### config.mk
export PLATFORM = sky130hd
export DESIGN_NAME = tx_flow_scheduler
export DESIGN_NICKNAME = d
export VERILOG_FILES = /design/src/rtl/tx_flow_scheduler.sv
export SDC_FILE = /design/constraint.sdc
export NUM_CORES = 1
export LEC_CHECK = 0
export CAP_MARGIN = 20
export CORE_MARGIN = 3
export CORE_UTILIZATION = 55
export DETAILED_ROUTE_END_ITERATION = 7
export PLACE_DENSITY = 0.86
export SLEW_MARGIN = 20
export SYNTH_ARGS = -nofsm -noshare
export SYNTH_HDL_FRONTEND = slang
export SYNTH_SLANG_ARGS = --single-unit
### constraint.sdc
create_clock -name clk -period 3.8 [get_ports clk]
set_input_delay 0.57 -clock clk [delete_from_list [all_inputs] [get_ports clk]]
set_output_delay 0.57 -clock clk [all_outputs]
set_load 0.01 [all_outputs]
### src/rtl/tx_flow_scheduler.sv
// Round-robin batch scheduler: picks an eligible TX flow FIFO and issues a
// contiguous burst of 1/2/4 single-entry pops toward the CCI-P c1 write stage.
module tx_flow_scheduler #(
    parameter int LMAX_NUM_OF_FLOWS = 1,
    parameter int LFIFO_DEPTH       = 3
) (
    input  logic                                                clk,
    input  logic                                                reset_n,
    input  logic                                                start,
    input  logic [LMAX_NUM_OF_FLOWS-1:0]                        number_of_flows,
    input  logic [1:0]                                          l_tx_batch_size,
    input  logic [(2**LMAX_NUM_OF_FLOWS)*(LFIFO_DEPTH+1)-1:0]   flow_occupancy,
    input  logic                                                tx_almost_full,
    output logic [(2**LMAX_NUM_OF_FLOWS)-1:0]                   pop_en,
    output logic [LMAX_NUM_OF_FLOWS-1:0]                        pop_flow_id,
    output logic                                                pop_sop,
    output logic                                                pop_eop,
    output logic                                                busy,
    output logic [31:0]                                         batch_count,
    output logic [31:0]                                         stall_count,
    output logic [1:0]                                          state_dbg
);

    localparam int MAX_FLOWS = 2 ** LMAX_NUM_OF_FLOWS;
    localparam int OW        = LFIFO_DEPTH + 1;
    localparam int FW        = LMAX_NUM_OF_FLOWS;

    typedef enum logic [1:0] {
        IDLE   = 2'd0,
        ARB    = 2'd1,
        ISSUE  = 2'd2,
        SETTLE = 2'd3
    } state_t;

    state_t               state_q, state_d;
    logic [FW-1:0]        flow_q, flow_d;
    logic [FW-1:0]        rr_q, rr_d;
    logic [2:0]           bsz_q, bsz_d;
    logic [2:0]           beat_q, beat_d;
    logic [2:0]           bsz_live;
    logic [MAX_FLOWS-1:0] elig;
    logic                 grant_found;
    logic [FW-1:0]        grant_id;
    logic [FW-1:0]        cand;

    logic [MAX_FLOWS-1:0] pop_en_d;
    logic [FW-1:0]        pop_flow_id_d;
    logic                 pop_sop_d;
    logic                 pop_eop_d;
    logic                 busy_d;
    logic [31:0]          batch_count_d;
    logic [31:0]          stall_count_d;

    function automatic logic [MAX_FLOWS-1:0] onehot(input logic [FW-1:0] id);
        logic [MAX_FLOWS-1:0] v;
        v     = '0;
        v[id] = 1'b1;
        return v;
    endfunction

    // Batch size 3 is clamped to 4 beats.
    always_comb begin
        case (l_tx_batch_size)
            2'd0:    bsz_live = 3'd1;
            2'd1:    bsz_live = 3'd2;
            default: bsz_live = 3'd4;
        endcase
    end

    always_comb begin
        elig = '0;
        for (int i = 0; i < MAX_FLOWS; i++) begin
            elig[i] = (FW'(i) <= number_of_flows) &&
                      ({3'b000, flow_occupancy[i*OW +: OW]} >= {{OW{1'b0}}, bsz_live});
        end
    end

    // Search starts one past the last grant and wraps back to rr_q itself.
    always_comb begin
        grant_found = 1'b0;
        grant_id    = '0;
        cand        = '0;
        for (int k = 1; k <= MAX_FLOWS; k++) begin
            cand = rr_q + FW'(k);
            if (!grant_found && elig[cand]) begin
                grant_found = 1'b1;
                grant_id    = cand;
            end
        end
    end

    // Outputs are computed for the next cycle and registered, so a grant
    // decided in ARB shows its first pop one cycle later.
    always_comb begin
        state_d       = state_q;
        flow_d        = flow_q;
        rr_d          = rr_q;
        bsz_d         = bsz_q;
        beat_d        = beat_q;
        pop_en_d      = '0;
        pop_flow_id_d = pop_flow_id;
        pop_sop_d     = 1'b0;
        pop_eop_d     = 1'b0;
        batch_count_d = batch_count;
        stall_count_d = stall_count;

        case (state_q)
            IDLE: begin
                if (start) begin
                    state_d = ARB;
                end
            end
            ARB: begin
                if (!start) begin
                    state_d = IDLE;
                end else if (grant_found) begin
                    if (tx_almost_full) begin
                        stall_count_d = stall_count + 32'd1;
                    end else begin
                        flow_d        = grant_id;
                        rr_d          = grant_id;
                        bsz_d         = bsz_live;
                        beat_d        = 3'd0;
                        state_d       = ISSUE;
                        pop_en_d      = onehot(grant_id);
                        pop_flow_id_d = grant_id;
                        pop_sop_d     = 1'b1;
                        pop_eop_d     = (bsz_live == 3'd1);
                    end
                end
            end
            ISSUE: begin
                if (beat_q == bsz_q - 3'd1) begin
                    batch_count_d = batch_count + 32'd1;
                    beat_d        = 3'd0;
                    state_d       = SETTLE;
                end else begin
                    beat_d        = beat_q + 3'd1;
                    pop_en_d      = onehot(flow_q);
                    pop_flow_id_d = flow_q;
                    pop_eop_d     = (beat_q + 3'd2 == bsz_q);
                end
            end
            SETTLE: begin
                if (beat_q == 3'd1) begin
                    beat_d  = 3'd0;
                    state_d = start ? ARB : IDLE;
                end else begin
                    beat_d = beat_q + 3'd1;
                end
            end
            default: begin
                state_d = IDLE;
            end
        endcase

        busy_d = (state_d == ISSUE) || (state_d == SETTLE);
    end

    always_ff @(posedge clk or negedge reset_n) begin
        if (!reset_n) begin
            state_q     <= IDLE;
            flow_q      <= '0;
            rr_q        <= '1;
            bsz_q       <= 3'd1;
            beat_q      <= 3'd0;
            pop_en      <= '0;
            pop_flow_id <= '0;
            pop_sop     <= 1'b0;
            pop_eop     <= 1'b0;
            busy        <= 1'b0;
            batch_count <= 32'd0;
            stall_count <= 32'd0;
        end else begin
            state_q     <= state_d;
            flow_q      <= flow_d;
            rr_q        <= rr_d;
            bsz_q       <= bsz_d;
            beat_q      <= beat_d;
            pop_en      <= pop_en_d;
            pop_flow_id <= pop_flow_id_d;
            pop_sop     <= pop_sop_d;
            pop_eop     <= pop_eop_d;
            busy        <= busy_d;
            batch_count <= batch_count_d;
            stall_count <= stall_count_d;
        end
    end

    assign state_dbg = state_q;

endmodule

==> metrics <==
EDFF count, synth=0; r2r endpoint=batch_count[28]; clk_lat worst skew=340 ps; setup TNS=0 ps; postcts setup bufs=0; IO Pins=87; DRT Pass-1 Iters=5; critical path fanouts, max=21; Core ar.=6940 sq um; Async SR Flop Fraction=1.00; Mapped Avg Cell Area=10.3 sq um; sequential element share of the synthesized area=0.497; routed wire length=between 9000 and 10,000 microns; Unique masters post-synth=40; initial antenna violation count=0; Synth-to-Final Area Change=29.7%; ANT nets after route=0; Overall Global Routing Usage=0.226; synth top area cells=dfrtp_1 (48%), xor2_1 (7.6%), xnor2_1 (6.5%); GRT overflow=0; global-route wire length before repair=~15,000 microns; Starting DRT DRC Count=roughly 220; placed insts=around 570; CTS tree=yes; Worst Setup EP=stall_count[1]; final setup violating endpoints=0; synth warn=0; Hold Fails Final Rpt=0; GPL Wtd Cong=around 0.87; worst hold path type=primary input to asynchronous set/reset pin; Worst EP arrival=about 3100 ps; post-place setup slack=slightly below 600 ps; Sink Count=80; Leak Pwr=2.42 nW; vias post-DR=approximately 3.2k; Die Y=91.7 microns; die area=between 8000 and 9000 sq um; Final Hold Slack=between 300 and 400 ps; layout cells sized above 1=0.0594; Clock Power Share=0.287; Post-CTS Hold Buffers=0; CP required=~4000 ps; Crit Path Category=primary input to flop; area fraction of the dominant cell type after synthesis=0.484; largest net degree at the start of global routing=81; PwrDens=~470 nW/um^2; CP startpoint=l_tx_batch_size[1]; vias in the first global route=between 3k and 4k; Setup WS post-layout=891 ps; area leader, netlist=dfrtp_1; Final min period=slightly below 3000 ps; Relative slew margins=0.346; clock transition at the registers of the reported paths=80 ps; root buffer cell=clkbuf_8; clk_skew=approximately 13 ps; die extent in x=around 92 microns; Initial Util=0.581; Worst-Margin Slew=slightly below 1000 ps; #FFs+latches synth=80; sw frac=0.323; max-slew violations=0; unrepaired setup endpoints after global routing=no; # port buffers=86; CP Launch Type=primary input; Worst VDD drop=around 0.27 mV; Flop pwr share=0.430; Top FF cell, synth=dfrtp_1; CTS max path bufs=2; Psw=0.000794 W; ant diodes=0; Post-route DRC=0; Vias/cell=about 5.6; Peak Freq=between 300 and 400 MHz; # Max-Cap Violations=0; NumNets Final=~510; Gate Count Post-Synth=391; final core utilization=0.754; post-cts resize count=0; CTS Buf Count=9; Internal Power=0.00167 W; Synth Cell Area=4040 sq um; Synthesized Nets=roughly 420; WL/cell=15.8 microns; FP Rows=30; Reg2Reg Depth=7; H-tree levels=3; Layout Cells excl Fill=between 500 and 600; Reg2Reg Setup Slack=1080 ps; Comb pwr share=0.283; reg2reg start=bsz_q[0]; FILL cells=between 400 and 500; CP Capture Type=flop; Tcrit/Tclk final=0.765; status=complete, no violations; Post-DP HPWL=approximately 6700 microns
[kinds of logic (layout without fill, tap and decap cells)]
| logic type | count (synthesis) | count (layout) | share of synthesized area |
|---|---|---|---|
| AND/OR/NAND/NOR | 159 | 159 | 0.210 |
| flip-flops | 80 | 80 | 0.497 |
| XOR/XNOR | 66 | 66 | 0.147 |
| AO/OA/AOI/OAI | 38 | 38 | 0.0629 |
| buffers and inverters | 30 | 127 | 0.0282 |
| adder cells (fa/ha/maj) | 15 | 15 | 0.0465 |
| multiplexers | 3 | 3 | 0.00837 |
[cell usage in the layout, fill, tap and decap left out, drive strengths merged, types with 2 or more instances in the layout]
cell type	count
a211o	2
o21a	4
nand3	26
inv	25
xnor2	30
nor3b	4
and4	6
or2	2
nand4	16
dfrtp	78
xor2	35
nand2b	4
a22oi	2
and3	11
nand2	32
a21oi	4
o211ai	2
a211oi	2
bufinv	2
a21o	3
o21ai	12
or4	3
dfstp	2
ha	15
nor3	24
nor4	11
nor2	17
clkdlybuf4s50	85
mux2	3
nor2b	2
clkbuf	11
buf	3
o2bb2ai	3
[stage by stage]
step	power [W]	cell area (sq um)
after floorplan	0.00148	4040
after global placement	0.00173	5010
after detailed placement	0.00176	5010
after CTS	0.00247	5240
after global routing	0.00260	5240
final	0.00246	5240
[layer usage]
layer	wire length, microns	GRT usage	vias to the layer above
met2	4580	0.376	132
met1	3980	0.297	1544
met3	602	0.0476	8
met5	0	0	-
li1	-	-	1561
met4	66	0.0678	0
[registers in the layout, summed over array words and instances (netlist names), 2 cells and up]
name / flops
batch_count: 32
beat_q: 3
bsz_q: 3
pop_en: 2
stall_count: 32
state_dbg: 2
[power groups by stage]
stage / registers, W / clock network (W) / logic [W]
2_1_floorplan: 0.00107 / 0 / 0.000405
3_3_place_gp: 0.00107 / 0 / 0.000663
3_5_place_dp: 0.00107 / 0 / 0.000687
4_1_cts: 0.00106 / 0.000719 / 0.000696
5_1_grt: 0.00107 / 0.000755 / 0.000776
6_report: 0.00106 / 0.000706 / 0.000696
[synth_stat cells (all sizes together) (2+ instances only)]
cell,n
o2bb2ai,3
or2,2
nor3b,4
a211oi,2
nand2b,4
xor2,35
and3,11
o21a,4
nor2,17
a21o,3
nor2b,2
o21ai,12
and4,6
o211ai,2
dfstp,2
inv,23
dfrtp,78
xnor2,30
nor3,24
or4,3
a22oi,2
a21oi,4
clkbuf,6
nor4,11
ha,15
mux2,3
nand3,26
a211o,2
nand4,16
nand2,32
[worst max-delay path: stages]
cell             delay, ps
clkdlybuf4s50_1        500
inv_1                  100
ha_1                   310
a211oi_1               360
o21a_1                 240
a2bb2oi_2              260
buf_4                  290
or2_2                  180
mux2_2                 330
[final cells by class]
type                       instances  area (sq um)  share of cell area
multi-input combinational        281          1920               0.367
tap                               96           120              0.0229
inverter                          23          86.3              0.0165
clock inverter                     5          86.3              0.0165
sequential                        80          2000               0.383
timing repair buffer              88           873               0.167
clock buffer                      11           141              0.0270
[worst min path at each step]
stage | from | end | slack [ps] | depth (start not counted)
after detailed placement | stall_count[31] | stall_count[31] | 460 | 1
after global placement | stall_count[31] | stall_count[31] | 460 | 1
final | reset_n | batch_count[2] | 390 | 1
after global routing | reset_n | batch_count[10] | 440 | 1
after floorplan | reset_n | batch_count[0] | 270 | 0
after CTS | reset_n | batch_count[10] | 420 | 1
Note: power is estimated with default switching activity, not from simulation.
